**src/rtl/mem_arbiter.sv**
```systemverilog
// Two-master round-robin arbiter in front of a single-port valid/ready memory.
// One transaction in flight at a time, with a watchdog that aborts a stuck memory handshake.
module mem_arbiter #(
    parameter int ADDR_WIDTH = 4,
    parameter int DATA_WIDTH = 16,
    parameter int TIMEOUT    = 8
) (
    input  logic                  clk_i,
    input  logic                  rst_i,

    input  logic                  a_valid_i,
    input  logic [ADDR_WIDTH-1:0] a_addr_i,
    input  logic [DATA_WIDTH-1:0] a_wdata_i,
    input  logic                  a_wr_rd_i,
    output logic                  a_ready_o,
    output logic                  a_done_o,
    output logic                  a_err_o,
    output logic [DATA_WIDTH-1:0] a_rdata_o,

    input  logic                  b_valid_i,
    input  logic [ADDR_WIDTH-1:0] b_addr_i,
    input  logic [DATA_WIDTH-1:0] b_wdata_i,
    input  logic                  b_wr_rd_i,
    output logic                  b_ready_o,
    output logic                  b_done_o,
    output logic                  b_err_o,
    output logic [DATA_WIDTH-1:0] b_rdata_o,

    output logic [ADDR_WIDTH-1:0] addr_o,
    output logic [DATA_WIDTH-1:0] wdata_o,
    output logic                  wr_rd_o,
    output logic                  valid_o,
    input  logic                  ready_i,
    input  logic [DATA_WIDTH-1:0] rdata_i
);

    // state | meaning
    // IDLE  | no transaction in flight, arbitrating between A and B
    // BUSY  | valid_o held to memory, waiting for ready_i or watchdog expiry
    typedef enum logic {
        IDLE = 1'b0,
        BUSY = 1'b1
    } state_t;

    localparam int CW = (TIMEOUT > 0) ? $clog2(TIMEOUT + 1) : 1;
    localparam logic [CW-1:0] CNT_LAST = (TIMEOUT > 0) ? CW'(TIMEOUT - 1) : '0;

    state_t        state;
    state_t        state_nx;
    logic          last_gnt;   // 0 = A, 1 = B
    logic          owner;      // 0 = A, 1 = B
    logic [CW-1:0] cnt;
    logic          sel_a;
    logic          sel_b;
    logic          accept;
    logic          xfer_ok;
    logic          xfer_to;

    always_ff @(posedge clk_i) begin
        if (!rst_i) begin
            state <= IDLE;
        end else begin
            state <= state_nx;
        end
    end

    always_comb begin
        sel_a    = a_valid_i && (!b_valid_i || last_gnt);
        sel_b    = b_valid_i && (!a_valid_i || !last_gnt);
        state_nx = state;
        accept   = 1'b0;
        xfer_ok  = 1'b0;
        xfer_to  = 1'b0;
        case (state)
            IDLE: begin
                if (sel_a || sel_b) begin
                    accept   = 1'b1;
                    state_nx = BUSY;
                end
            end
            BUSY: begin
                // ready_i in the last allowed cycle still counts as success
                if (ready_i) begin
                    xfer_ok  = 1'b1;
                    state_nx = IDLE;
                end else if ((TIMEOUT > 0) && (cnt == CNT_LAST)) begin
                    xfer_to  = 1'b1;
                    state_nx = IDLE;
                end
            end
            default: state_nx = IDLE;
        endcase
    end

    // Gated by rst_i so no requester sees an accept that reset would discard
    assign a_ready_o = rst_i && (state == IDLE) && sel_a;
    assign b_ready_o = rst_i && (state == IDLE) && sel_b;

    always_ff @(posedge clk_i) begin
        if (!rst_i) begin
            valid_o   <= 1'b0;
            addr_o    <= '0;
            wdata_o   <= '0;
            wr_rd_o   <= 1'b0;
            a_done_o  <= 1'b0;
            a_err_o   <= 1'b0;
            a_rdata_o <= '0;
            b_done_o  <= 1'b0;
            b_err_o   <= 1'b0;
            b_rdata_o <= '0;
            cnt       <= '0;
            owner     <= 1'b0;
            last_gnt  <= 1'b1;
        end else begin
            a_done_o <= 1'b0;
            a_err_o  <= 1'b0;
            b_done_o <= 1'b0;
            b_err_o  <= 1'b0;
            if (accept) begin
                addr_o   <= sel_a ? a_addr_i  : b_addr_i;
                wdata_o  <= sel_a ? a_wdata_i : b_wdata_i;
                wr_rd_o  <= sel_a ? a_wr_rd_i : b_wr_rd_i;
                valid_o  <= 1'b1;
                owner    <= sel_b;
                last_gnt <= sel_b;
                cnt      <= '0;
            end else if (xfer_ok || xfer_to) begin
                valid_o <= 1'b0;
                cnt     <= '0;
                if (!owner) begin
                    a_done_o <= 1'b1;
                    a_err_o  <= xfer_to;
                    if (xfer_ok && !wr_rd_o) begin
                        a_rdata_o <= rdata_i;
                    end
                end else begin
                    b_done_o <= 1'b1;
                    b_err_o  <= xfer_to;
                    if (xfer_ok && !wr_rd_o) begin
                        b_rdata_o <= rdata_i;
                    end
                end
            end else if (state == BUSY) begin
                cnt <= cnt + 1'b1;
            end
        end
    end

endmodule

```
**config.mk**
```make
export PLATFORM = sky130hd
export DESIGN_NAME = mem_arbiter
export DESIGN_NICKNAME = d
export VERILOG_FILES = /design/src/rtl/mem_arbiter.sv
export SDC_FILE = /design/constraint.sdc
export NUM_CORES = 1
export LEC_CHECK = 0
export ABC_AREA = 1
export BUFFER_PORTS_ARGS = -buffer_cell sky130_fd_sc_hd__buf_2
export CORE_MARGIN = 2
export CORE_UTILIZATION = 48
export CTS_CLUSTER_DIAMETER = 50
export DETAILED_ROUTE_END_ITERATION = 6
export MAX_ROUTING_LAYER = met4
export PLACE_DENSITY = 0.8
export SLEW_MARGIN = 20
export SYNTH_ARGS = -nofsm -noshare
export SYNTH_HDL_FRONTEND = slang
export SYNTH_SLANG_ARGS = --single-unit
```
**constraint.sdc**
```tcl
create_clock -name clk_i -period 1.8 [get_ports clk_i]
set_clock_uncertainty 0.2 [all_clocks]
set_input_delay 0.36 -clock clk_i [delete_from_list [all_inputs] [get_ports clk_i]]
set_output_delay 0.36 -clock clk_i [all_outputs]
set_load 0.05 [all_outputs]
```
==> metrics.md <==
| Metric | Value |
|---|---|
| Outcome | finished clean |
| GRT Max-Usage Layer | met2 |
| Arrival time at the worst endpoint | 1.20 ns |
| Post-synth top area cell | sky130_fd_sc_hd__dfxtp_1 |
| Post-layout total power | 3.47 mW |
| Crit path launch type | flip-flop |
| Class of the most critical hold timing path | in2reg |
| Number of nets with antenna violations after detailed routing | 0 |
| Largest fanout on the critical path | 8 |
| Die ar. | 0.00670 mm2 |
| Total count of max-transition violations in the final report | 0 |
| Worst setup timing slack at the placement stage | 0.147 ns |
| Count of filler cells inserted in the layout | 570 |
| Global-route track usage on met1 | 0.222 |
| Cells after Synth | 449 |
| Final setup violation count | 0 |
| Sequential cell area | 0.00131 mm2 |
| Worst hold slack after final layout | 0.0765 ns |
| Worst voltage drop across the vdd grid | 0.510 mV |
| Clk buf depth | 2 |
| Total clock buffers created by CTS | 9 |
| Leakage dissipation | 2.30 nW |
| Count of endpoints failing hold in the final timing report | 0 |
| Maximum number of pins on one net before global-route repair | 38 |
| Wire length of the first global-routing pass | 10.3 mm |
| DP Wirelength | 4.86 mm |
| WL per Instance | 10.2 um |
| Top cells by area, synth | sky130_fd_sc_hd__dfxtp_1 (45%), sky130_fd_sc_hd__nand2_1 (22%), sky130_fd_sc_hd__inv_1 (10%) |
| Total wire length after detailed routing | 6.60 mm |
| Share of the synthesized area in the top cell type | 0.447 |
| Initial antenna violation count | 0 |
| Weighted congestion reported at the end of routability-driven placement | 0.870 |
| Setup Total Neg Slack | 0 ns |
| Required time reported for the critical path endpoint | 1.24 ns |
| Multi-input gate area | 0.00120 mm2 |
| Chip Height | 81.9 um |
| Post-synthesis to final-layout area growth | 29.8% |
| Count of unresolved DRC violations after routing | 0 |
| Post-CTS Setup Inserts | 0 |
| Critical Path Sink Type | primary output |
| Endpoint of the worst hold path | b_rdata_o[10] |
| Antenna fix cells | 0 |
| CTS tree | yes |
| Mapped Nets | 513 |
| Syn Std Cell Area | 0.00291 mm2 |
| Total overflow reported by the global router | 0 |
| Reg clk slew, reported paths | 0.07 ns |
| Yosys reg bits | 65 |
| Port Buf Inserts | 122 |
| Clock Sinks | 65 |
| Vias per cell | 4.44 |
| PD cells | 918 mW/mm2 |
| Count of distinct cell types in the synthesized netlist | 26 |
| Share of final-layout standard cells stronger than drive strength 1 | 0.268 |
| Crit Reg-Reg Endpoint | cnt[0] |
| Launch instance of the worst register-to-register path | cnt[0] |
| Net count of the finished layout | 635 |
| Core region area | 0.00589 mm2 |
| Later-pin clock latency in the skew report | 0.32 ns |
| Launch instance of the worst min-delay path | rdata_i[10] |
| Worst-Margin Slew | 0.378 ns |
| Max Freq | 567 MHz |
| GRT Util Overall | 0.201 |
| Mean Syn Cell Area | 6.48 um2 |
| Number of stages on the worst hold path | 3 |
| Vias in the first global route | 2486 |
| Initial Util | 0.494 |
| Clock Tree Root | sky130_fd_sc_hd__clkbuf_8 |
| Number of core rows | 28 |
| Reg2reg path depth | 6 |
| Worst slew margin relative to its limit | 0.748 |
| Die width | 81.9 um |
| GR met3 Demand/Resource | 0.0462 |
| Number of vias in the routed layout | 2885 |
| Warnings, synthesis | 0 |
| Number of iterations in the first detailed-routing pass | 4 |
| Register area share after synthesis | 0.447 |
| Grt met2 use | 0.354 |
| Final worst-path cycle share | 0.979 |
| Flop-to-flop setup slack | 0.34 ns |
| Top Ports | 123 |
| Max-capacitance violation count | 0 |
| Startpoint-to-endpoint class of the critical path | reg2out |
| Shortest period the worst path allows | 1.76 ns |
| Final core utilization | 0.642 |
| 1st-iter DRT viols | 101 |
| Post-layout worst setup margin | 0.0378 ns |
| Level count of the clock H-tree | 3 |
cell usage after synthesis:
cell	instances
sky130_fd_sc_hd__o21bai_1	1
sky130_fd_sc_hd__nor2_4	1
sky130_fd_sc_hd__nand3_1	24
sky130_fd_sc_hd__nor3_1	2
sky130_fd_sc_hd__ha_1	1
sky130_fd_sc_hd__xnor2_1	1
sky130_fd_sc_hd__nor2_2	1
sky130_fd_sc_hd__nand4_2	1
sky130_fd_sc_hd__xor2_1	1
sky130_fd_sc_hd__a21oi_1	1
sky130_fd_sc_hd__nor2_1	75
sky130_fd_sc_hd__nor3_4	1
sky130_fd_sc_hd__buf_6	4
sky130_fd_sc_hd__dfxtp_1	65
sky130_fd_sc_hd__nand2_4	1
sky130_fd_sc_hd__buf_2	7
sky130_fd_sc_hd__clkbuf_1	1
sky130_fd_sc_hd__buf_1	3
sky130_fd_sc_hd__o21ai_2	1
sky130_fd_sc_hd__buf_4	4
sky130_fd_sc_hd__inv_2	1
sky130_fd_sc_hd__inv_1	80
sky130_fd_sc_hd__nand2_1	168
sky130_fd_sc_hd__mux2i_1	1
sky130_fd_sc_hd__o21ai_0	2
sky130_fd_sc_hd__o211ai_1	1
worst max-delay path: stages (launching register included):
cell and delay (ns):
sky130_fd_sc_hd__dfxtp_4 0.40, sky130_fd_sc_hd__inv_4 0.10, sky130_fd_sc_hd__nand3_4 0.10, sky130_fd_sc_hd__nor2_4 0.11, sky130_fd_sc_hd__buf_6 0.16
metal layers:
layer	vias up	wire length, um
li1	1537	-
met1	1251	2910
met2	87	3150
met3	10	444
met4	0	99
met5	-	0
sequential cells by signal (all words and copies together) (netlist names):
signal,flops
a_done_o,1
a_err_o,1
a_rdata_o,16
addr_o,4
b_done_o,1
b_err_o,1
b_rdata_o,16
cnt,4
last_gnt,1
owner,1
state,1
valid_o,1
wdata_o,16
wr_rd_o,1
report_power, final:
| group | total [mW] | internal, mW | leakage, nW | switching [mW] |
|---|---|---|---|---|
| sequential | 1.60 | 1.54 | 0.532 | 0.0638 |
| clock | 1.03 | 0.526 | 0.0822 | 0.501 |
| combinational | 0.838 | 0.235 | 1.68 | 0.603 |
| total | 3.47 | 2.30 | 2.30 | 1.17 |
layout by cell type (no fill, tap or decap), types with 2 or more instances in the layout:
master and count:
sky130_fd_sc_hd__o21ai_0 2, sky130_fd_sc_hd__clkinv_2 2, sky130_fd_sc_hd__nand2_1 168, sky130_fd_sc_hd__clkbuf_8 10
sky130_fd_sc_hd__nor2_4 2, sky130_fd_sc_hd__nand3_1 23, sky130_fd_sc_hd__buf_2 120, sky130_fd_sc_hd__dfxtp_1 64
sky130_fd_sc_hd__buf_12 2, sky130_fd_sc_hd__clkbuf_1 2, sky130_fd_sc_hd__nor2_1 74, sky130_fd_sc_hd__inv_1 80
sky130_fd_sc_hd__buf_4 7
cell type report:
type	count	share of cell area
Multi-Input combinational cell	284	0.319
Tap cell	75	0.0249
Inverter	81	0.0812
Timing Repair Buffer	130	0.187
Clock inverter	3	0.00464
Clock buffer	12	0.0384
Sequential cell	65	0.346
cells by family (layout without fill, tap and decap cells):
kind of cell | count (synthesis) | in the layout | share of synthesized area
flip-flops | 65 | 65 | 0.447
multiplexers | 1 | 1 | 0.00344
XOR/XNOR | 2 | 2 | 0.00602
buffers and inverters | 100 | 226 | 0.148
AND/OR/NAND/NOR | 274 | 274 | 0.378
adder cells (fa/ha/maj) | 1 | 1 | 0.00430
AO/OA/AOI/OAI | 6 | 6 | 0.0133
how the worst max path moves through the flow:
stage               startpoint   endpoint  slack (ns)  depth (start not counted)
global placement         state  b_ready_o        0.20                          4
finish                   state  b_ready_o        0.04                          4
detailed placement       state  b_ready_o        0.15                          4
CTS                   last_gnt  a_ready_o        0.01                          5
global route             state  b_ready_o       -0.01                          4
floorplan            b_valid_i  a_ready_o       -0.03                          4
repair_timing:
item	4_1_cts	5_1_grt
pin swaps	0	0
hold endpoints to repair	0	0
hold buffers	0	0
setup endpoints to repair	2	2
gates resized for setup	5	5
per-stage QoR:
step | cell area (um2) | std cells
after floorplan | 2920 | 449
after global placement | 3580 | 635
after detailed placement | 3580 | 635
after CTS | 3760 | 650
after global routing | 3780 | 650
final | 3780 | 650
(Power assumes the default switching activity.)
